[src/rtl/tone_seq_pkg.sv]
// Shared types and constants for the tone sequencer.
// Contents: FSM state type, pattern select encoding, counter widths.
package tone_seq_pkg;

  localparam int unsigned CNT_W  = 24;
  localparam int unsigned BEEP_W = 4;

  typedef enum logic [1:0] {
    IDLE = 2'd0,
    TONE = 2'd1,
    GAP  = 2'd2
  } state_t;

  localparam logic SEL_OK  = 1'b0;
  localparam logic SEL_ERR = 1'b1;

endpackage

[src/rtl/cycle_timer.sv]
// Down-counter used to time tone and gap phases.
// Ports:
//   clk, rst : clock, synchronous active-high reset
//   load     : force count to value this edge
//   run      : count down while high; at zero, reload from value
//   value    : reload / load value
//   zero     : count is currently zero
//   done     : count is zero and no load is being applied
module cycle_timer
  import tone_seq_pkg::*;
(
  input  logic             clk,
  input  logic             rst,
  input  logic             load,
  input  logic             run,
  input  logic [CNT_W-1:0] value,
  output logic             zero,
  output logic             done
);

  logic [CNT_W-1:0] count;

  assign zero = (count == '0);
  assign done = zero & ~load;

  always_ff @(posedge clk) begin
    if (rst) begin
      count <= '0;
    end else if (load) begin
      count <= value;
    end else if (run) begin
      // Expiry and reload happen on the same edge so phases chain
      // back-to-back without a dead cycle.
      if (zero) count <= value;
      else      count <= count - CNT_W'(1);
    end
  end

endmodule

[src/rtl/tone_sequencer.sv]
// Turns single-cycle ok/err result pulses into timed beep patterns for the
// tone generator, arbitrating both requesters onto one tone resource.
// Ports:
//   clk, rst  : clock, synchronous active-high reset
//   play_ok   : request ok pattern (OK_BEEPS beeps of 392 Hz), pulse
//   play_err  : request err pattern (ERR_BEEPS beeps of 110 Hz), pulse
//   en392     : 392 Hz tone enable, registered
//   en110     : 110 Hz tone enable, registered
//   busy      : pattern playing or request pending, registered
// Build option: define TONE_SEQ_PREEMPT_EN to let play_err abort an ok
// pattern in progress.
module tone_sequencer
  import tone_seq_pkg::*;
#(
  parameter int unsigned TONE_CYC  = 12500000,
  parameter int unsigned GAP_CYC   = 1250000,
  parameter int unsigned OK_BEEPS  = 2,
  parameter int unsigned ERR_BEEPS = 1
) (
  input  logic clk,
  input  logic rst,
  input  logic play_ok,
  input  logic play_err,
  output logic en392,
  output logic en110,
  output logic busy
);

  localparam logic [CNT_W-1:0]  TONE_LD    = CNT_W'(TONE_CYC - 1);
  localparam logic [CNT_W-1:0]  GAP_LD     = CNT_W'(GAP_CYC - 1);
  localparam logic [BEEP_W-1:0] OK_LEFT    = BEEP_W'(OK_BEEPS - 1);
  localparam logic [BEEP_W-1:0] ERR_LEFT   = BEEP_W'(ERR_BEEPS - 1);
  localparam logic [BEEP_W-1:0] ERR_RELOAD = BEEP_W'(ERR_BEEPS);

  state_t            state;
  logic              sel;
  logic [BEEP_W-1:0] beeps;     // beeps still to play after the current one
  logic              pend_ok;
  logic              pend_err;

  logic              tmr_load;
  logic              tmr_run;
  logic [CNT_W-1:0]  tmr_value;
  logic              zero;
  logic              done;

  logic              err_req;
  logic              ok_req;
  logic              any_req;
  logic              start;
  logic              preempt;

  assign err_req = play_err | pend_err;
  assign ok_req  = play_ok  | pend_ok;
  assign any_req = err_req  | ok_req;

  // A new pattern starts from IDLE, or straight out of the final gap of the
  // previous pattern so a queued request follows without an idle cycle.
  assign start = any_req &
                 ((state == IDLE) | ((state == GAP) & done & (beeps == '0)));

`ifdef TONE_SEQ_PREEMPT_EN
  // Abort only while the ok pattern still has cycles left; on the very last
  // gap cycle the err request is simply served next by the start path.
  // zero (not done) is used here because done depends on the load this
  // signal drives.
  assign preempt = play_err & (sel == SEL_OK) &
                   ((state == TONE) |
                    ((state == GAP) & ~(zero & (beeps == '0))));
`else
  logic zero_unused;
  assign zero_unused = zero;
  assign preempt     = 1'b0;
`endif

  assign tmr_load = preempt | ((state == IDLE) & any_req);
  assign tmr_run  = (state != IDLE);

  // Value taken on an explicit load or on auto-reload at expiry.
  always_comb begin
    tmr_value = '0;
    if (preempt) begin
      tmr_value = GAP_LD;
    end else begin
      case (state)
        IDLE:    tmr_value = TONE_LD;
        TONE:    tmr_value = GAP_LD;
        GAP:     tmr_value = ((beeps != '0) | any_req) ? TONE_LD : '0;
        default: tmr_value = '0;
      endcase
    end
  end

  cycle_timer u_timer (
    .clk   (clk),
    .rst   (rst),
    .load  (tmr_load),
    .run   (tmr_run),
    .value (tmr_value),
    .zero  (zero),
    .done  (done)
  );

  always_ff @(posedge clk) begin
    if (rst) begin
      state    <= IDLE;
      sel      <= SEL_OK;
      beeps    <= '0;
      pend_ok  <= 1'b0;
      pend_err <= 1'b0;
      en392    <= 1'b0;
      en110    <= 1'b0;
      busy     <= 1'b0;
    end else if (preempt) begin
      state    <= GAP;
      sel      <= SEL_ERR;
      beeps    <= ERR_RELOAD;
      en392    <= 1'b0;
      en110    <= 1'b0;
      pend_ok  <= ok_req;
    end else if (start) begin
      // err wins arbitration; a simultaneous ok stays queued.
      state    <= TONE;
      busy     <= 1'b1;
      sel      <= err_req ? SEL_ERR : SEL_OK;
      beeps    <= err_req ? ERR_LEFT : OK_LEFT;
      en392    <= ~err_req;
      en110    <= err_req;
      pend_err <= 1'b0;
      pend_ok  <= err_req ? ok_req : 1'b0;
    end else begin
      case (state)
        TONE: begin
          pend_ok  <= ok_req;
          pend_err <= err_req;
          if (done) begin
            state <= GAP;
            en392 <= 1'b0;
            en110 <= 1'b0;
          end
        end
        GAP: begin
          pend_ok  <= ok_req;
          pend_err <= err_req;
          if (done) begin
            if (beeps != '0) begin
              state <= TONE;
              beeps <= beeps - BEEP_W'(1);
              en392 <= (sel == SEL_OK);
              en110 <= (sel == SEL_ERR);
            end else begin
              state <= IDLE;
              busy  <= 1'b0;
            end
          end
        end
        default: state <= IDLE;
      endcase
    end
  end

endmodule

[config.mk]
export PLATFORM = sky130hd
export DESIGN_NAME = tone_sequencer
export DESIGN_NICKNAME = d
export VERILOG_FILES = /design/src/rtl/tone_seq_pkg.sv /design/src/rtl/cycle_timer.sv /design/src/rtl/tone_sequencer.sv
export SDC_FILE = /design/constraint.sdc
export NUM_CORES = 1
export LEC_CHECK = 0
export CORE_MARGIN = 4
export CORE_UTILIZATION = 47
export CTS_BUF_LIST = sky130_fd_sc_hd__clkbuf_4 sky130_fd_sc_hd__clkbuf_8
export DETAILED_ROUTE_END_ITERATION = 8
export PLACE_DENSITY = 0.6
export SYNTH_ARGS = -nofsm -noshare
export SYNTH_HDL_FRONTEND = slang
export SYNTH_SLANG_ARGS = --single-unit
[constraint.sdc]
create_clock -name clk -period 4.6 [get_ports clk]
set_clock_uncertainty 0.2 [all_clocks]
set_input_delay 0.69 -clock clk [delete_from_list [all_inputs] [get_ports clk]]
set_output_delay 0.69 -clock clk [all_outputs]
set_load 0.05 [all_outputs]
==> results.sh <==
export IMPL_grt_pass1_vias=2114
export IMPL_netlist_cell_type_count=64
export IMPL_fmax_mhz=328
export IMPL_cts_buffers=5
export IMPL_crit_chain="clkdlybuf4s50_1 -> nor4_1 -> nor2_1 -> a21oi_1 -> mux2_1 -> a32o_1"
export IMPL_grt_pass1_wl_um=10600
export IMPL_min_path_type="reg2reg"
export IMPL_drcViolationCount=0
export IMPL_gp_congestion=0.846
export IMPL_slowest_delay_ps=650
export IMPL_viasPerCell=6.15
export IMPL_ant_nets=0
export IMPL_fin_tns_setup_ps=0
export IMPL_synth_edff_count=0
export IMPL_cts_max_level=2
export IMPL_final_common_cell="dfxtp_1"
export IMPL_area_growth_pct=8.00
export IMPL_drive_gt1_frac=0.132
export IMPL_cp_end_kind="register"
export IMPL_cts_buffer_depth=2
export IMPL_finalHoldViolCount=0
export IMPL_num_rows=25
export IMPL_yosys_most_used_dff="dfxtp_1"
export IMPL_arrival_ps=3030
export IMPL_drtIter0Drc=107
export IMPL_ys_warn_count=0
export IMPL_coreArea_sq_um=4850
export IMPL_antenna_cells=0
export IMPL_drv_slew=0
export IMPL_grt_ovfl_total=0
export IMPL_ioPinCount=7
export IMPL_die_w_um=79.6
export IMPL_final_cell_mix="36 x dfxtp_1, 28 x nand2_1, 26 x nor2_1"
export IMPL_dieArea_sq_um=6340
export IMPL_setup_viol=0
export IMPL_antenna_found_initial=0
export IMPL_power_density_nw_per_um2=364
export IMPL_cts_hold_buf=0
export IMPL_insertion_delay_ps=290
export IMPL_status="finished clean"
export IMPL_startpoint_type="primary input"
export IMPL_path_class="in2reg"
export IMPL_io_buffers=6
export IMPL_tightestPinTransition_ps=1250
export IMPL_min_period_ps=3050
export IMPL_fin_nets=300
export IMPL_drt_pass1_iterations=4
export IMPL_async_flop_share=0
export IMPL_synth_largest_area_cell="dfxtp_1"
export IMPL_cts_tree="done"
export IMPL_peakVddDrop_uv=153
export IMPL_worst_ep_required_time_ps=4580
export IMPL_syn_area_per_cell_sq_um=8.43
export IMPL_ys_top_cells_by_area="dfxtp_1 30%, nand2_1 4.4%, ha_1 4.2%, nor2_1 4.0%, a21oi_1 3.9%"
export IMPL_drt_wl_total_um=6330
export IMPL_drt_wirelength_per_cell_um=17.8
export IMPL_syn_nets=298
export IMPL_syn_area_sq_um=2410
export IMPL_die_height_um=79.6
export IMPL_synthDominantCellAreaShare=0.299
export IMPL_grt_max_degree=28
export IMPL_cts_setup_buffers=0
export IMPL_period_share=0.662
export IMPL_dp_cells=348
export IMPL_ctsResizeCount=0
export IMPL_place_hpwl_um=4530
export IMPL_slew_headroom=0.168
export IMPL_p_leak_uw=0.000935
export IMPL_track_usage=0.212
export IMPL_cts_root_buf="clkbuf_8"
export IMPL_final_cells=355
export IMPL_netlist_instances=286
export IMPL_num_vias=2182
export IMPL_start_util=0.497
export IMPL_ys_ff_latch=36
export IMPL_seq_area_frac_synth=0.299
export IMPL_maxCapViolations=0
export IMPL_clock_sinks=36
export IMPL_crit_slowest_cell="a21oi_1"
export IMPL_clkTransAtPathRegs_ps=70
export IMPL_rsz0062_at_grt="no"
export IMPL_path_max_fanout=8
## logic make-up (layout without fill, tap and decap cells)
kind of cell / Yosys count / after routing / share of synthesized area
xor gates and xnor gates: 3 / 3 / 0.0109
AOI/OAI and AO/OA: 92 / 92 / 0.302
muxes: 3 / 3 / 0.0130
buffers and inverters: 29 / 31 / 0.0493
DFF: 36 / 36 / 0.299
adders and majority gates: 8 / 8 / 0.0415
and+or+nand+nor: 115 / 115 / 0.285
## sequential cells by signal, indices dropped and copies added, names as in the netlist
register / count
busy: 1
u_timer.count: 24
en392: 1
en110: 1
pend_ok: 1
sel: 1
state: 2
beeps: 4
pend_err: 1
## per-layer routing
layer,GRT usage,vias to the layer above,share of wire
met4,0.0653,0,0.019
li1,-,1092,-
met2,0.352,53,0.47
met5,0,-,0
met3,0.0542,12,0.048
met1,0.268,1025,0.47
## worst max-delay path: cells and delay by family
family | cells | cell delay (ps)
AOI/OAI and AO/OA | 2 | 860
muxes | 1 | 380
and+or+nand+nor | 2 | 670
buffers and inverters | 1 | 440
## layout make-up
class / count / area, sq um
timing repair buffer: 7 / 67.6
sequential: 36 / 721
tap: 67 / 83.8
multi-input combinational: 221 / 1570
fill: 466 / 2250
clock buffer: 7 / 96.3
inverter: 17 / 63.8
## synth_stat cells (2+ instances only)
cell type and number:
nand3_1 9, inv_1 17, nor3_1 12, a31oi_1 2, or4_4 2, o22ai_1 2
nand2b_1 2, xnor2_1 3, or4_1 3, nor4_4 4, or3_1 4, a311oi_1 4
a211oi_1 6, o21ai_0 12, or2_2 2, mux2i_1 2, nor2b_1 2, ha_1 8
and3_1 2, dfxtp_1 36, o221ai_1 2, o211a_1 2, nor4_1 5, a221oi_1 4
nand4_1 2, o21a_1 3, nand4_2 2, o21ai_1 4, o2bb2ai_1 2, buf_2 2
a21oi_1 19, a21o_1 3, a2111oi_2 5, o31ai_1 4, o221ai_2 2, nand2_1 28
nor2_1 26, clkbuf_1 8, a31o_2 2, o211ai_1 3
## report_power, final
part	switching, uW	leakage (uW)	internal (uW)
Clock	115	0.0000503	134
Sequential	53.3	0.000298	347
Combinational	186	0.000587	113
Total	354	0.000935	594
## per-stage QoR
step / utilization / setup WS, ps / hold WS (ps) / total power [uW] / area (sq um)
final: 0.537 / 1550 / 275 / 948 / 2600
after global placement: 0.517 / 1330 / 257 / 702 / 2510
after detailed placement: 0.517 / 1270 / 262 / 702 / 2510
after floorplan: - / 2110 / 234 / 628 / 2410
after CTS: 0.537 / 1560 / 270 / 949 / 2600
after global routing: 0.537 / 1300 / 285 / 1000 / 2600
## final timing paths
kind                                        from                 to  slack, ps  cells after the start
worst max register to register  u_timer.count[8]  u_timer.count[23]       1620                      5
worst min-delay path                     pend_ok            pend_ok        280                      2
worst min register to register           pend_ok            pend_ok        280                      2
worst max-delay path                    play_err   u_timer.count[2]       1550                      6
(Power assumes the default switching activity.)
